===== src/rtl/game_sequencer.sv =====
// Round/lifecycle controller for the ballplayer game: key debounce, home-position latch,
// game FSM, score and lives. Optional ARMED auto-release: define GAME_SEQUENCER_AUTO_RELEASE_EN.
module game_sequencer #(
    parameter int DEB_CYCLES = 240000,
    parameter int LIVES      = 3,
    parameter int SCORE_MAX  = 99,
    parameter int AUTO_DLY   = 36000000
) (
    input  logic       clk,
    input  logic       rst,
    input  logic       release_btn,
    input  logic       adc_done,
    input  logic [7:0] adc_data,
    input  logic       bounce_evt,
    input  logic       stop_flag,
    input  logic       over_flag,
    output logic [8:0] home_pos,
    output logic       ball_release,
    output logic       play_en,
    output logic [2:0] state,
    output logic [6:0] score,
    output logic [1:0] lives,
    output logic       game_over
);

    typedef enum logic [2:0] {
        S_IDLE    = 3'd0,
        S_ARMED   = 3'd1,
        S_PLAY    = 3'd2,
        S_STOPPED = 3'd3,
        S_OVER    = 3'd4
    } state_t;

    localparam int DCW = $clog2(DEB_CYCLES + 1);

    state_t         r_state, w_state_nxt;
    logic [1:0]     r_sync;
    logic [DCW-1:0] r_deb_cnt;
    logic           r_press;
    logic           r_stop_q, r_over_q;
    logic [6:0]     r_score, w_score_nxt;
    logic [1:0]     r_lives, w_lives_nxt;
    logic [8:0]     r_home;
    logic           r_release, w_release_nxt;
    logic           w_stop_rise, w_over_rise, w_auto_fire;
    logic [16:0]    w_prod;
    logic [8:0]     w_home;

    // Synchroniser resets to the idle (released) level so reset never looks like a press.
    always_ff @(posedge clk) begin
        if (rst) begin
            r_sync    <= 2'b11;
            r_deb_cnt <= '0;
            r_press   <= 1'b0;
        end else begin
            r_sync  <= {r_sync[0], release_btn};
            r_press <= ~r_sync[1] && (r_deb_cnt == DCW'(DEB_CYCLES - 1));
            if (r_sync[1])
                r_deb_cnt <= '0;
            else if (r_deb_cnt != DCW'(DEB_CYCLES))
                r_deb_cnt <= r_deb_cnt + DCW'(1);
        end
    end

`ifdef GAME_SEQUENCER_AUTO_RELEASE_EN
    localparam int ACW = $clog2(AUTO_DLY + 1);
    logic [ACW-1:0] r_auto_cnt;

    // Held at zero outside ARMED, so every entry into ARMED starts a fresh delay.
    always_ff @(posedge clk) begin
        if (rst || r_state != S_ARMED)
            r_auto_cnt <= '0;
        else if (r_auto_cnt != ACW'(AUTO_DLY))
            r_auto_cnt <= r_auto_cnt + ACW'(1);
    end

    assign w_auto_fire = (r_state == S_ARMED) && (r_auto_cnt == ACW'(AUTO_DLY));
`else
    // Feature compiled out: constant-false expression keeps AUTO_DLY referenced.
    assign w_auto_fire = (AUTO_DLY < 0);
`endif

    assign w_stop_rise = stop_flag & ~r_stop_q;
    assign w_over_rise = over_flag & ~r_over_q;
    assign w_prod      = {9'd0, adc_data} * 17'd310;
    assign w_home      = w_prod[16:8] + 9'd7;

    always_comb begin
        w_state_nxt   = r_state;
        w_score_nxt   = r_score;
        w_lives_nxt   = r_lives;
        w_release_nxt = 1'b0;
        case (r_state)
            S_IDLE:    if (r_press) w_state_nxt = S_ARMED;
            S_ARMED: begin
                if (r_press || w_auto_fire) begin
                    w_state_nxt   = S_PLAY;
                    w_release_nxt = 1'b1;
                end
            end
            S_PLAY: begin
                if (bounce_evt && r_score != 7'(SCORE_MAX))
                    w_score_nxt = r_score + 7'd1;
                if (w_over_rise) begin
                    if (r_lives <= 2'd1) begin
                        w_lives_nxt = 2'd0;
                        w_state_nxt = S_OVER;
                    end else begin
                        w_lives_nxt = r_lives - 2'd1;
                        w_state_nxt = S_ARMED;
                    end
                end else if (w_stop_rise) begin
                    w_state_nxt = S_STOPPED;
                end
            end
            S_STOPPED: if (r_press) w_state_nxt = S_ARMED;
            S_OVER: begin
                if (r_press) begin
                    w_state_nxt = S_IDLE;
                    w_score_nxt = 7'd0;
                    w_lives_nxt = 2'(LIVES);
                end
            end
            default:   w_state_nxt = S_IDLE;
        endcase
    end

    always_ff @(posedge clk) begin
        if (rst) begin
            r_state   <= S_IDLE;
            r_score   <= 7'd0;
            r_lives   <= 2'(LIVES);
            r_home    <= 9'd7;
            r_release <= 1'b0;
            r_stop_q  <= 1'b0;
            r_over_q  <= 1'b0;
        end else begin
            r_state   <= w_state_nxt;
            r_score   <= w_score_nxt;
            r_lives   <= w_lives_nxt;
            r_release <= w_release_nxt;
            r_stop_q  <= stop_flag;
            r_over_q  <= over_flag;
            if (adc_done && (r_state == S_IDLE || r_state == S_ARMED || r_state == S_STOPPED))
                r_home <= w_home;
        end
    end

    assign home_pos     = r_home;
    assign ball_release = r_release;
    assign play_en      = (r_state == S_PLAY);
    assign game_over    = (r_state == S_OVER);
    assign state        = r_state;
    assign score        = r_score;
    assign lives        = r_lives;

endmodule


===== config.mk =====
export PLATFORM = sky130hd
export DESIGN_NAME = game_sequencer
export DESIGN_NICKNAME = d
export VERILOG_FILES = /design/src/rtl/game_sequencer.sv
export SDC_FILE = /design/constraint.sdc
export NUM_CORES = 1
export LEC_CHECK = 0
export ABC_CLOCK_PERIOD_IN_PS = 7500
export CAP_MARGIN = 20
export CORE_MARGIN = 10
export CORE_UTILIZATION = 30
export DETAILED_ROUTE_END_ITERATION = 10
export GPL_TIMING_DRIVEN = 0
export PLACE_DENSITY = 0.6
export SLEW_MARGIN = 20
export SYNTH_ARGS = -nofsm -noshare
export SYNTH_HDL_FRONTEND = slang
export SYNTH_SLANG_ARGS = --single-unit

===== constraint.sdc =====
create_clock -name clk -period 7.5 [get_ports clk]
set_input_delay 1.5 -clock clk [delete_from_list [all_inputs] [get_ports clk]]
set_output_delay 1.5 -clock clk [all_outputs]
set_load 0.02 [all_outputs]

# Word-level counts from Yosys, hierarchy flattened
# Index checks and enable logic that the tools add are counted.
# Widths: inputs -> output; s select.
# classes
n_bitwise	6
n_addsub	4
multipliers	1
n_reduce_logical	13
order_cmp	1
mux	15
n_eq_ne	13
# op_table
op	n
$add 18x1->18 const B	1
$eq 18x18->1 const B	1
$mux 3	6
$ne 18x18->1 const B	1
$mul 8x8->16 const B	1
$mux 7	2
$pmux 7 s2	1
$pmux 3 s4	1
$add 9x3->9 const B	1
$ne 2x1->1 const B	4
$add 7x1->7 const B	1
$ne 7x7->1 const B	1
$eq 3x2->1 const B	2
$mux 2	3
$reduce_and 3->1	2
$reduce_or 2->1	3
$not 1->1	4
$pmux 2 s2	1
$reduce_and 4->1	1
$eq 3x1->1 const B	1
$eq 3x3->1 const B	1
$logic_and 1x1->1	3
$logic_not 3->1	1
$ne 3x1->1 const B	1
other kinds (7)	9
# word_totals
out_inout_bits	24
register_bits	45

# Logic depth before layout (Yosys ltp)
# Gate-level depths: netlist of run 1.
# logic_depth
word_depth	5
depth_mapped	20
mapped_depth_nobuf	20

# Least setup slack after synthesis of run 1
# Ideal clock, no wire load.
# synth_path
kind	input to register
start	in adc_data[4]
end	reg r_home[7] (netlist: home_pos[7])
setup_slack_ps	2093
stages	14
t_arrival_ps	5333
required_time_ps	7426
path_cell_list	ha_1 > ha_1 > inv_1 > fa_1 > fa_1 > inv_1 > ha_1 > clkbuf_1 > a21o_1 > a221oi_2 > mux2i_1 > nand2_1 > or4_1 > a31oi_1
# synth_between
elab_chain_len	2
# synth_rtl
item	line_no	text
start, declared	13	input logic [7:0] adc_data,
$mul 8x8->16	85	assign w_prod = {9'd0, adc_data} * 17'd310;
$add 9x3->9	86	assign w_home = w_prod[16:8] + 9'd7;
end signal, assigned	145	r_home <= w_home;
end, declared	43	logic [8:0] r_home;
# No other way between the ends.
# A chain may end at the register's enable or synchronous reset.

# Worst setup path after layout of run 1
# Ends and elaborated chain as after synthesis.

==> results of run 1 <==
==> how the worst max path moves through the flow <==
stage	from	depth (start not counted)	end	slack, ns
2_1_floorplan	adc_data[4]	14	home_pos[7]	2.09
3_3_place_gp	adc_data[4]	15	home_pos[7]	1.27
3_5_place_dp	adc_data[4]	15	home_pos[7]	1.22
4_1_cts	adc_data[4]	15	home_pos[7]	1.53
5_1_grt	adc_data[4]	15	home_pos[7]	1.26
6_report	adc_data[4]	15	home_pos[7]	1.52
==> power breakdown <==
group / switching [µW] / total [µW] / internal, µW
Clock: 79.0 / 179 / 100
Combinational: 282 / 504 / 221
Sequential: 10.9 / 267 / 256
==> sequential cells by signal, summed over array words and instances (netlist names) <==
register / flops
r_deb_cnt: 18
state: 3
r_over_q: 1
score: 7
r_sync: 2
r_press: 1
r_stop_q: 1
ball_release: 1
home_pos: 9
lives: 2
==> final cells by class <==
cell class                      instances  area share
Timing Repair Buffer                   38      0.0957
Inverter                               39      0.0369
Multi-Input combinational cell        279       0.555
Sequential cell                        45       0.227
Clock inverter                          2     0.00976
Buffer                                 11      0.0132
Tap cell                              140      0.0441
Clock buffer                            6      0.0183
==> metrics by stage <==
step,power [µW],hold WS [ns],utilization
6_report,950,0.421,0.368
2_1_floorplan,660,0.389,-
4_1_cts,962,0.425,0.368
3_3_place_gp,768,0.394,0.358
3_5_place_dp,778,0.406,0.358
5_1_grt,1040,0.447,0.368
==> logic make-up after synthesis <==
kind of cell | synth area share
AOI/OAI and AO/OA | 0.121
buffers and inverters | 0.0602
xor gates and xnor gates | 0.0897
DFF | 0.273
adders and majority gates | 0.226
and+or+nand+nor | 0.215
muxes | 0.0155
==> worst register-to-register path, cell delays in order, from the launching register on <==
cell and delay (ns):
dfxtp_1 0.33, clkbuf_1 0.31, nor3b_1 0.32, o311ai_0 0.30
nand2b_1 0.21, nand4_1 0.18, or3_1 0.38, a21oi_1 0.15
==> placed cells by master (no fill, tap or decap), types with 12 or more instances in the layout <==
cell,synthesis,layout
ha_1,39,39
dfxtp_1,45,45
xor2_1,19,19
clkdlybuf4s50_1,0,38
xnor2_1,13,13
o21ai_0,12,12
nor2_1,37,37
a21oi_1,12,12
inv_1,39,39
nand2_1,22,22
nand3_1,15,15
fa_1,13,13
nor3_1,12,12
==> layer usage <==
layer | track usage | routed length [µm] | vias up | share of wire
met2 | 0.134 | 2870 | 51 | 0.43
li1 | - | - | 1380 | -
met5 | 0 | 0 | - | 0
met3 | 0.0186 | 270 | 9 | 0.041
met4 | 0.0203 | 87 | 0 | 0.013
met1 | 0.117 | 3380 | 1160 | 0.51
==> out/qor.txt, run 1 <==
Initial Utilization = 0.306
Finished Layout Cells = 560
Nets@finish = 486
VDD IR-drop max = 113 µV
DR vias = 2,600
Status = complete, no violations
Post-synthesis sequential area ratio = 0.273
CTS buffer count = 5
Routed wire length = 6610 µm
CP max-delay cell = fa_1
Register area = 901 µm²
Crit. End Element = register
DRT Pass-1 Iters = 4
Crit-path cells = clkdlybuf4s50_1 -> ha_1 -> ha_1 -> inv_1 -> fa_1 -> fa_1 -> inv_1 -> ha_1 -> clkbuf_1 -> a21o_1 -> a221oi_2 -> mux2i_1 -> nand2_1 -> or4_1 -> a31oi_1
Type of the worst min-delay path = register to register
Hold EP = r_sync[1]
Vias in the first global route = 2,597
Max Transition Viols Final = 0
Max frequency = 167 MHz
Mapped cell area = 0.00331 mm²
Design Area, Final = 0.00397 mm²
PwrDens = 239 mW/mm²
Async SR Flop Fraction = 0
Slew margin rel. = 0.544
Area grow syn2layout = 20.2%
Setup TNS = 0 ns
Multi-input gate area = 0.00221 mm²
Gr usage total = 0.0856
Fin crit share = 0.797
Most frequent cells after synthesis = 45 x dfxtp_1, 39 x ha_1, 39 x inv_1
Die footprint = 0.0156 mm²
TritonCTS clock tree = done
Worst-Margin Slew = 0.676 ns
Via-to-Cell Ratio = 4.64
Flip-flop and latch count after synthesis = 45
IO buf count = 38
Area after DPL = 0.00386 mm²
Hold Startpoint = r_sync[0]
Die width = 125 µm
Reg2reg setup slack = 5.26 ns
Worst Path Class, Setup = primary input to register
Final hold violation count = 0
CTS Hold Bufs = 0
Clk_lat worst skew = 0.29 ns
CTS Sinks = 45
Post-route setup slack = 1.52 ns
Clock root buffer = clkbuf_8
Critical Path Max Stage Delay = 0.54 ns
Leakage power = 0.00160 µW
Detailed Place HPWL = 5560 µm
Largest fanout on the critical path = 10
RSZ-0062 raised after global routing = no
Synth unique cells = 58
Core area = 0.0108 mm²
Top cells by area, synth = dfxtp_1 27%, ha_1 15%, fa_1 7.9%
Pre-CTS setup slack = 1.22 ns
Most used cell, CP = ha_1
YS warnings = 0
Avg Inst Size Synth = 8.84 µm²
Die Ht = 125 µm
Minimum clock period = 5.98 ns
Antenna diodes = 0
Synth Flop Type = dfxtp_1
Crit-path leading delay family = adder cells
Largest net degree at the start of global routing = 15
CP arrival = 6.21 ns
Post-CTS sizing = 0
Layout cells sized above 1 = 0.0690
Boundary pin count = 39
Clock transition at path regs = 0.08 ns
Share of the synthesized area in the top cell type = 0.273
CTS max path bufs = 2
Iteration-0 DRC Markers = 168
GPL Wtd Cong = 0.769
Crit Reg-Reg Endpoint = score[6]
Row count = 38
Initial antenna violation count = 0
Count leader, synth = dfxtp_1
ANT nets after route = 0
Critical Path RT = 7.73 ns
Grt total ovfl = 0
Post-synth EDFFs = 0
Post-synth top area cell = dfxtp_1
DRC = 0
R2R depth = 7
Crit path buf inv count = 4
# fillers = 1,087
Reg2reg start = state[1]
First-pass GRT wire length = 11,900 µm
# setup viols final = 0
WL/cell = 11.8 µm
Clock Skews = 0.00784 ns
Post-synth net total = 441
DP Cell Count = 552
Post-Syn Instances = 374
Setup Buffers After CTS = 0
Max_cap viols = 0
Hold path depth = 1
CP Launch Type = primary input
H-tree levels = 2
Power figures use the tool's default switching activity.
==> run 2, diff against run 1 <==
--- a/config.mk
+++ b/config.mk
@@ -5,7 +5,7 @@
 export SDC_FILE = /design/constraint.sdc
 export NUM_CORES = 1
 export LEC_CHECK = 0
-export ABC_CLOCK_PERIOD_IN_PS = 7500
+export ABC_CLOCK_PERIOD_IN_PS = 6250
 export CAP_MARGIN = 20
 export CORE_MARGIN = 10
 export CORE_UTILIZATION = 30
==> constraint.sdc (replaced) <==
create_clock -name clk -period 6.25 [get_ports clk]
set_input_delay 1.25 -clock clk [delete_from_list [all_inputs] [get_ports clk]]
set_output_delay 1.25 -clock clk [all_outputs]
set_load 0.02 [all_outputs]
==> results of run 2 <==
The final DEF is identical to that of run 1. Status: complete, no violations.
Main changes from that run: setup slack after placement 1.22 ns -> 0.223 ns; setup slack after layout 1.52 ns -> 0.523 ns; register-to-register setup slack 5.26 ns -> 4.01 ns; total power 950 µW -> 1140 µW; worst IR drop on VDD 113 µV -> 136 µV
==> run 3, diff against run 2 <==
--- a/config.mk
+++ b/config.mk
@@ -12,6 +12,7 @@
 export DETAILED_ROUTE_END_ITERATION = 10
 export GPL_TIMING_DRIVEN = 0
 export PLACE_DENSITY = 0.6
+export SETUP_SLACK_MARGIN = 0.1
 export SLEW_MARGIN = 20
 export SYNTH_ARGS = -nofsm -noshare
 export SYNTH_HDL_FRONTEND = slang
==> results of run 3 <==
The final DEF is identical to that of run 1. Status: complete, no violations.
Main changes from that run: setup slack after placement 1.22 ns -> 0.223 ns; setup slack after layout 1.52 ns -> 0.523 ns; register-to-register setup slack 5.26 ns -> 4.01 ns; total power 950 µW -> 1140 µW; worst IR drop on VDD 113 µV -> 136 µV
